==> src/rtl/ram_stream_reader.sv <==
// Streams size words from a synchronous-read RAM onto a valid/ready port, starting at start_addr.
// Small FIFO plus an in-flight valid tag pipe lets reads stall under backpressure without losing RAM data.
module ram_stream_reader #(
  parameter int DATA_WIDTH = 4,
  parameter int ADDR_WIDTH = 8,
  parameter int RD_LATENCY = 2
) (
  input  logic                  clk,
  input  logic                  rst_n,
  input  logic                  go,
  input  logic [ADDR_WIDTH-1:0] start_addr,
  input  logic [ADDR_WIDTH:0]   size,
  output logic                  done,
  output logic                  ram_en,
  output logic [ADDR_WIDTH-1:0] ram_addr,
  input  logic [DATA_WIDTH-1:0] ram_rd_data,
  output logic                  out_valid,
  input  logic                  out_ready,
  output logic [DATA_WIDTH-1:0] out_data
);

  localparam int FIFO_DEPTH = RD_LATENCY + 2;
  localparam int PW = $clog2(FIFO_DEPTH);
  localparam int CW = $clog2(FIFO_DEPTH + 1);

  generate
    if (RD_LATENCY != 1 && RD_LATENCY != 2) begin : g_bad_latency
      $fatal(1, "ram_stream_reader: RD_LATENCY must be 1 or 2");
    end
  endgenerate

  typedef enum logic [1:0] {IDLE, READ, DRAIN} state_t;

  state_t                state_q, state_d;
  logic [ADDR_WIDTH-1:0] addr_q, addr_d;
  logic [ADDR_WIDTH:0]   rem_q, rem_d;
  logic                  done_q, done_d;
  logic [RD_LATENCY-1:0] vsr_q, vsr_d;
  logic [DATA_WIDTH-1:0] mem_q [FIFO_DEPTH];
  logic [PW-1:0]         wr_ptr_q, rd_ptr_q;
  logic [CW-1:0]         count_q;
  logic [CW-1:0]         in_flight;
  logic                  issue;
  logic                  fifo_wr;
  logic                  fifo_rd;

  always_comb begin
    in_flight = '0;
    for (int i = 0; i < RD_LATENCY; i++) begin
      in_flight = in_flight + CW'(vsr_q[i]);
    end
  end

  // Reserve a FIFO slot for every read in flight so returned data always has a home.
  assign issue   = (state_q == READ) &&
                   (({1'b0, in_flight} + {1'b0, count_q}) < (CW + 1)'(FIFO_DEPTH));
  assign vsr_d   = (vsr_q << 1) | RD_LATENCY'(issue);
  assign fifo_wr = vsr_q[RD_LATENCY-1];
  assign fifo_rd = out_valid && out_ready;

  assign ram_en    = (state_q != IDLE);
  assign ram_addr  = addr_q;
  assign done      = done_q;
  assign out_valid = (count_q != '0);
  assign out_data  = mem_q[rd_ptr_q];

  always_comb begin
    state_d = state_q;
    addr_d  = addr_q;
    rem_d   = rem_q;
    done_d  = done_q;
    case (state_q)
      IDLE: begin
        if (go) begin
          addr_d = start_addr;
          rem_d  = size;
          if (size == '0) begin
            done_d = 1'b1;
          end else begin
            done_d  = 1'b0;
            state_d = READ;
          end
        end
      end
      READ: begin
        if (issue) begin
          addr_d = addr_q + ADDR_WIDTH'(1);
          rem_d  = rem_q - (ADDR_WIDTH + 1)'(1);
          if (rem_q == (ADDR_WIDTH + 1)'(1)) begin
            state_d = DRAIN;
          end
        end
      end
      DRAIN: begin
        if (in_flight == '0 && count_q == '0) begin
          state_d = IDLE;
          done_d  = 1'b1;
        end
      end
      default: state_d = IDLE;
    endcase
  end

  always_ff @(posedge clk or negedge rst_n) begin
    if (!rst_n) begin
      state_q <= IDLE;
      addr_q  <= '0;
      rem_q   <= '0;
      done_q  <= 1'b0;
      vsr_q   <= '0;
    end else begin
      state_q <= state_d;
      addr_q  <= addr_d;
      rem_q   <= rem_d;
      done_q  <= done_d;
      vsr_q   <= vsr_d;
    end
  end

  always_ff @(posedge clk or negedge rst_n) begin
    if (!rst_n) begin
      for (int i = 0; i < FIFO_DEPTH; i++) begin
        mem_q[i] <= '0;
      end
      wr_ptr_q <= '0;
      rd_ptr_q <= '0;
      count_q  <= '0;
    end else begin
      if (fifo_wr) begin
        mem_q[wr_ptr_q] <= ram_rd_data;
        wr_ptr_q <= (wr_ptr_q == PW'(FIFO_DEPTH - 1)) ? '0 : wr_ptr_q + PW'(1);
      end
      if (fifo_rd) begin
        rd_ptr_q <= (rd_ptr_q == PW'(FIFO_DEPTH - 1)) ? '0 : rd_ptr_q + PW'(1);
      end
      case ({fifo_wr, fifo_rd})
        2'b10:   count_q <= count_q + CW'(1);
        2'b01:   count_q <= count_q - CW'(1);
        default: count_q <= count_q;
      endcase
    end
  end

endmodule
==> config.mk <==
export PLATFORM = sky130hd
export DESIGN_NAME = ram_stream_reader
export DESIGN_NICKNAME = d
export VERILOG_FILES = /design/src/rtl/ram_stream_reader.sv
export SDC_FILE = /design/constraint.sdc
export NUM_CORES = 1
export LEC_CHECK = 0
export BUFFER_PORTS_ARGS = -buffer_cell sky130_fd_sc_hd__buf_2
export CAP_MARGIN = 5
export CORE_ASPECT_RATIO = 1.5
export CORE_MARGIN = 10
export CORE_UTILIZATION = 60
export DETAILED_ROUTE_END_ITERATION = 7
export GPL_TIMING_DRIVEN = 0
export PLACE_DENSITY = 0.94
export SYNTH_ARGS = -nofsm -noshare
export SYNTH_HDL_FRONTEND = slang
export SYNTH_SLANG_ARGS = --single-unit
==> constraint.sdc <==
create_clock -name clk -period 5.03 [get_ports clk]
set_clock_uncertainty 0.2 [all_clocks]
set_input_delay 0.2515 -clock clk [delete_from_list [all_inputs] [get_ports clk]]
set_output_delay 0.2515 -clock clk [all_outputs]
set_load 0.01 [all_outputs]
==> flow_summary.yaml, run 1 <==
timing:
  fin_setup_tns_ps: 0
  report.final.slew_viol_count: 0
  max_freq_mhz: 414
  relSlewSlack: 0.339
  finalSetupViolations: 0
  fin_hold_ws_ps: 5.56
  finalCritPeriodShare: 0.480
  finalCriticalPeriod_ps: 2410
  worstMarginPinSlew_ps: 992
  hold_violations: 0
  rsz0062_at_grt: "false"
place:
  hpwl_um: 4370
  routabilityCongestion: 0.938
  numPortBuffers: 39
  dp.cells: 314
  dpl-instance-area_mm2: 0.00275
floorplan:
  num_rows: 28
  pin_count: 40
  die_height_um: 99.0
  die-area_mm2: 0.00719
  start_util: 0.625
  core-area_mm2: 0.00399
  fp.dieW_um: 72.7
drt:
  initialDrtViolationCount: 140
  postRouteAntennaNets: 0
  wl_per_cell_um: 17.9
  wl_um: 5780
  met1_length_um: 2170
  met3_length_um: 442
  vias: 2001
  firstDrtPassIters: 4
  via_per_inst: 6.20
  highest_layer: "met4"
  drc_errors: 0
  dr_wl_met2_um: 3060
run:
  maxCapViolCount: 0
critical_path:
  path_cells: "ha_1, ha_1, a311o_1, o22ai_4, buf_6, nand2_1, o2bb2ai_1"
  crit_top_cell: "ha_1"
  arrival_ps: 2410
  crit_start: "vsr_q[1]"
  critPathMaxStageDelay_ps: 480
  crit_buf_inv: 1
  critPathKind: "register to register"
  critical-path-top-delay-family: "compound AO/OA/AOI/OAI gates"
  r2r_start: "vsr_q[1]"
  crit_required_ps: 5030
  endpoint_kind: "register"
  worst_path_max_delay_cell: "dfrtp_1"
  critPathLaunchType: "register"
  critPathMaxFanout: 10
synth:
  synth_area_leaders: "dfrtp_1 45%, mux2_2 7.7%, ha_1 6.0%"
  post_synth.cell_area_avg_um2: 10.8
  yosysSeqAreaShare: 0.451
  yosysUniqueCellTypes: 51
  async_reset_ff_frac: 1.00
  synth_warnings: 0
  synth_seq_cells: 45
  syn_inst: 230
  synthesis.area_mm2: 0.00249
  yosysTopAreaCell: "dfrtp_1"
  synthFlopType: "dfrtp_1"
  synth-edff-count: 0
  synth_top_area_share: 0.451
  syn-num-nets: 268
global_routing:
  grt_max_degree: 46
  antenna_found_initial: 0
  grt_pass1_wl_um: 10000
  grt-ovfl-total: 0
  grt_pass1_vias: 2141
  grtUsageTotal: 0.170
cts:
  cts_setup_buffers: 0
  cts_tree: "done"
  post_cts_resized: 0
  clockBufferDepth: 2
  clock-sinks: 45
  cts.clk_slew.worst_paths_ps: 90
  clk_latency_ps: 310
  cts_buffers: 5
  clock-root-buffer: "clkbuf_8"
  htreeDepth: 2
min_path:
  min_from: "start_addr[6]"
  hp-class: "input port to register"
final_layout:
  finish.utilization: 0.719
  final_cells: 323
  antenna_cells: 0
  postLayoutCellArea_mm2: 0.00287
  syn_to_final_growth_pct: 15.1
  final_nets: 315
  fill_cells: 300
  layout-drive-gt1-share: 0.309
  mostFrequentLayoutCells: "45 x buf_2, 45 x dfrtp_1, 23 x nand2_1, 17 x o21ai_0, 17 x mux2_2"
power:
  ir_drop_mv: 0.538
  p_leak_nw: 1.29
  power_density_mw_per_mm2: 676
run_status:
  outcome: "complete, no violations"
-- area by class of cell --
type                       instances  area [um^2]  area share
clock buffer                       5         68.8      0.0240
multi-input combinational        164         1270       0.441
tap                               45         56.3      0.0196
buffer                            10         60.1      0.0209
inverter                          11         41.3      0.0144
timing repair buffer              40          205      0.0715
sequential                        45         1130       0.392
clock inverter                     3         46.3      0.0161
-- cells in the mapped netlist (all sizes together) (2+ instances only) --
master and number:
o2bb2ai 3, a21oi 15, clkbuf 2, nand2 23
o21ai 23, a2bb2oi 4, nor4 4, nor3 4
or3 2, a22oi 2, ha 12, mux2i 2
and4 2, nor2 11, inv 11, nand3 2
nand2b 3, o22ai 5, mux4 4, nor3b 4
mux2 17, dfrtp 45, xor2 2, a31oi 2
buf 8
-- worst register-to-register path, stage by stage, from the launching register on --
cell and delay (ps):
dfrtp_1 480, ha_1 240, ha_1 320, a311o_1 420
o22ai_4 270, buf_6 200, nand2_1 70, o2bb2ai_1 120
-- cell families (layout without fill, tap and decap cells) --
| logic type | count (synthesis) | after routing | synth area share |
|---|---|---|---|
| and+or+nand+nor | 63 | 63 | 0.136 |
| adders and majority gates | 13 | 13 | 0.0682 |
| muxes | 23 | 23 | 0.121 |
| DFF | 45 | 45 | 0.451 |
| AOI/OAI and AO/OA | 62 | 62 | 0.172 |
| xor gates and xnor gates | 3 | 3 | 0.0105 |
| buffers and inverters | 21 | 69 | 0.0406 |
-- per-layer routing --
metal	vias to the layer above	global-route usage
li1	936	-
met1	968	0.190
met2	86	0.286
met3	11	0.0592
met4	0	0.0616
met5	-	0
-- state kept, by name, summed over array words and instances (netlist names) --
signal / count
count_q: 3
state_q: 2
rd_ptr_q: 2
rem_q: 9
wr_ptr_q: 2
ram_addr: 8
vsr_q: 2
done: 1
mem_q: 16
-- where the power goes --
group	switching (W)	internal (W)
Sequential	0.000168	0.000543
Combinational	0.000488	0.000460
Clock	0.000134	0.000149
Total	0.000790	0.00115
-- through the flow --
step                power (W)  setup WS, ps
floorplan             0.00138          2860
global placement      0.00160          2680
detailed placement    0.00166          2660
CTS                   0.00195          2630
global route          0.00211          2510
finish                0.00194          2620
-- what timing repair did --
action / CTS / global route
endpoints found under the setup margin: 0 / 0
endpoints found under the hold margin: 45 / 0
hold buffers: 1 / 0
-- final timing paths --
| path | endpoint | slack, ps | cells after the start |
|---|---|---|---|
| setup / recovery | rem_q[8] | 2620 | 7 |
| hold / removal | ram_addr[6] | 6 | 3 |
| setup reg to reg | rem_q[8] | 2620 | 7 |
| hold reg to reg | vsr_q[1] | 220 | 0 |
| max in group asynchronous | rem_q[0] | 3580 | 2 |
| min in group asynchronous | count_q[0] | 450 | 2 |
No activity file was read; power rests on OpenSTA's default activity.
==> run 2, diff against run 1 <==
--- a/config.mk
+++ b/config.mk
@@ -5,14 +5,15 @@
 export SDC_FILE = /design/constraint.sdc
 export NUM_CORES = 1
 export LEC_CHECK = 0
+export ABC_AREA = 1
 export BUFFER_PORTS_ARGS = -buffer_cell sky130_fd_sc_hd__buf_2
 export CAP_MARGIN = 5
 export CORE_ASPECT_RATIO = 1.5
 export CORE_MARGIN = 10
-export CORE_UTILIZATION = 60
+export CORE_UTILIZATION = 51
 export DETAILED_ROUTE_END_ITERATION = 7
 export GPL_TIMING_DRIVEN = 0
-export PLACE_DENSITY = 0.94
+export PLACE_DENSITY = 0.86
 export SYNTH_ARGS = -nofsm -noshare
 export SYNTH_HDL_FRONTEND = slang
 export SYNTH_SLANG_ARGS = --single-unit
==> constraint.sdc (replaced) <==
create_clock -name clk -period 2 [get_ports clk]
set_clock_uncertainty 0.2 [all_clocks]
set_input_delay 0.1 -clock clk [delete_from_list [all_inputs] [get_ports clk]]
set_output_delay 0.1 -clock clk [all_outputs]
set_load 0.01 [all_outputs]
==> flow_summary.yaml, run 2 <==
floorplan:
  die_height_um: 106
  start_util: 0.520
  fp.dieW_um: 77.2
  die-area_mm2: 0.00816
  pin_count: 40
  num_rows: 31
  core-area_mm2: 0.00481
power:
  p_leak_nw: 1.58
  intPower_w: 0.00265
  power_density_mw_per_mm2: 1550
  combPwrFrac: 0.523
  ir_drop_mv: 0.839
  pwr-share-clk: 0.120
  switching_share: 0.459
  power_switching_w: 0.00225
  p_seq_frac: 0.357
place:
  hpwl_um: 4430
  dp.cells: 431
  preCtsSetupSlack_ps: -134
  routabilityCongestion: 0.898
  numPortBuffers: 39
final_layout:
  layout-drive-gt1-share: 0.180
  final_nets: 437
  layout_commonest_cell: "nand2_1"
  largest-register: "mem_q"
  fill_cells: 405
  final_cells: 466
  syn_to_final_growth_pct: 26.1
  antenna_cells: 0
  mostFrequentLayoutCells: "93 x nand2_1, 45 x dfrtp_1, 42 x o21ai_0, 42 x buf_2, 38 x nor2_1"
  largest_register_ffs: 16
synth:
  post_synth.cell_area_avg_um2: 7.67
  synth_warnings: 0
  yosysSeqAreaShare: 0.450
  muxShareOfSynthArea: 0
  yosysTopAreaCell: "dfrtp_1"
  synthAdderAreaFrac: 0.0681
  syn_inst: 326
  synth_common_cells: "94 x nand2_1, 45 x dfrtp_1, 44 x o21ai_0"
  async_reset_ff_frac: 1.00
  synth_seq_cells: 45
  synthesis.area_mm2: 0.00250
  synth_compound_area_frac: 0.137
  synthFlopType: "dfrtp_1"
  synth_most_common_cell: "nand2_1"
  synth_top_family_by_area: "simple AND/OR/NAND/NOR gates"
  synth-edff-count: 0
  synth_area_leaders: "dfrtp_1 45%, nand2_1 14%, o21ai_0 8.8%"
  syn-num-nets: 364
  yosysUniqueCellTypes: 29
  synth_xor_area_frac: 0.0140
  yosys.area_share.simple: 0.266
  synth_top_area_share: 0.450
critical_path:
  reg2reg_to: "rem_q[4]"
  endpoint_kind: "register"
  rrSetupSlack_ps: 100
  critPathKind: "register to register"
  worst_path_max_delay_cell: "dfrtp_1"
  crit_required_ps: 2000
  arrival_ps: 1900
  r2r_start: "vsr_q[1]"
  crit_buf_inv: 4
  critPathLaunchType: "register"
  crit_start: "vsr_q[1]"
  reg2regPathDepth: 10
  critPathMaxStageDelay_ps: 370
  critPathMaxFanout: 10
  path_cells: "buf_4, inv_1, ha_1, nand3_2, nand3_2, nand2_4, inv_2, buf_6, o21ai_1, nand2_1"
  crit_top_cell: "nand3_2"
  critical-path-top-delay-family: "buffers and inverters"
timing:
  relSlewSlack: 0.334
  hold_violations: 0
  setup_ws_ps: 104
  finalCriticalPeriod_ps: 1900
  finalSetupViolations: 0
  rsz0062_at_grt: "true"
  report.final.slew_viol_count: 0
  worstMarginPinSlew_ps: 999
  max_freq_mhz: 527
  finalCritPeriodShare: 0.948
drt:
  initialDrtViolationCount: 164
  wl_um: 6520
  drc_errors: 0
  vias: 2452
  postRouteAntennaNets: 0
  via_per_inst: 5.26
  wl_per_cell_um: 14.0
  firstDrtPassIters: 4
global_routing:
  antenna_found_initial: 0
  grt_pass1_wl_um: 11200
  grt-ovfl-total: 0
  grtUsageTotal: 0.163
  grt_pass1_vias: 2551
  grt_max_degree: 46
min_path:
  min_to: "state_q[1]"
  min_path_cells: 5
  hp-class: "input port to register"
  min_from: "go"
cts:
  clockBufferDepth: 2
  cts.clk_slew.worst_paths_ps: 90
  htreeDepth: 2
  clock-root-buffer: "clkbuf_8"
  clk_latency_ps: 300
  cts_tree: "done"
  clock-sinks: 45
  cts_buffers: 5
run_status:
  outcome: "complete, no violations"
run:
  maxCapViolCount: 0
==> run 2: cell count changes after synthesis, moves of 4 or more <==
| cell | before | now |
|---|---|---|
| o21ai_0 | 17 | 44 |
| nor4_1 | 4 | 0 |
| inv_1 | 11 | 27 |
| nand2_1 | 23 | 94 |
| a21oi_1 | 13 | 7 |
| nand3_1 | 2 | 13 |
| mux4_2 | 4 | 0 |
| mux2_2 | 17 | 0 |
| nor2_1 | 11 | 39 |
==> run 2: worst max-delay path by stage <==
stage	endpoint	slack, ps	cells after the start
after global routing	rem_q[4]	-10	10
after floorplan	count_q[2]	40	10
after CTS	count_q[2]	10	10
final	rem_q[4]	100	10
after global placement	rem_q[4]	-30	10
after detailed placement	rem_q[4]	-130	10
==> run 2: worst reg2reg max path, cell delays in order (launching register included) <==
cell,delay [ps]
dfrtp_1,370
buf_4,160
inv_1,70
ha_1,310
nand3_2,100
nand3_2,100
nand2_4,100
inv_2,70
buf_6,150
o21ai_1,110
nand2_1,60
==> run 2: per-layer routing <==
layer	part of all wire	wire length, um	vias up	global-route usage
met5	0	0	-	0
met4	0.014	93	0	0.0772
met3	0.060	392	10	0.0417
met2	0.54	3510	92	0.304
met1	0.39	2530	1148	0.163
li1	-	-	1202	-
==> run 2: power groups by stage <==
stage | clock network, W | logic, W | registers (W)
after floorplan | 0 | 0.00170 | 0.00169
after global placement | 0 | 0.00229 | 0.00172
after detailed placement | 0 | 0.00239 | 0.00174
after CTS | 0.000598 | 0.00247 | 0.00174
after global routing | 0.000637 | 0.00293 | 0.00181
final | 0.000586 | 0.00256 | 0.00175
==> run 2: repair_timing <==
item                                    in CTS  in global routing
hold buffers                                23                  0
hold endpoints to repair                    81                  0
gates resized for setup                      3                  9
endpoints found under the setup margin      20                 19
setup buffers                                3                  2
==> run 2: through the flow <==
step	util	TNS, ps	total power (W)	area, um^2	hold WS (ps)
global placement	0.578	-76.7	0.00401	2780	124
floorplan	-	0	0.00339	2500	-396
global route	0.656	-25.7	0.00538	3150	45.1
CTS	0.649	0	0.00480	3120	7.91
finish	0.656	0	0.00490	3150	12.4
detailed placement	0.578	-1290	0.00413	2780	119
==> run 2: logic make-up (layout without fill, tap and decap cells) <==
group	Yosys count	count (layout)
buffers and inverters	37	111
adder cells (fa/ha/maj)	13	13
XOR/XNOR	4	4
AO/OA/AOI/OAI	66	66
flip-flops	45	45
AND/OR/NAND/NOR	161	161
==> run 2: final cells by class <==
class                      count  area (um^2)  share of cell area
multi-input combinational    244         1230               0.390
sequential                    45         1130               0.357
timing repair buffer          67          463               0.147
inverter                      29          109              0.0345
tap                           66         82.6              0.0262
clock buffer                   5         68.8              0.0218
buffer                         7         52.6              0.0167
clock inverter                 3         21.3             0.00675
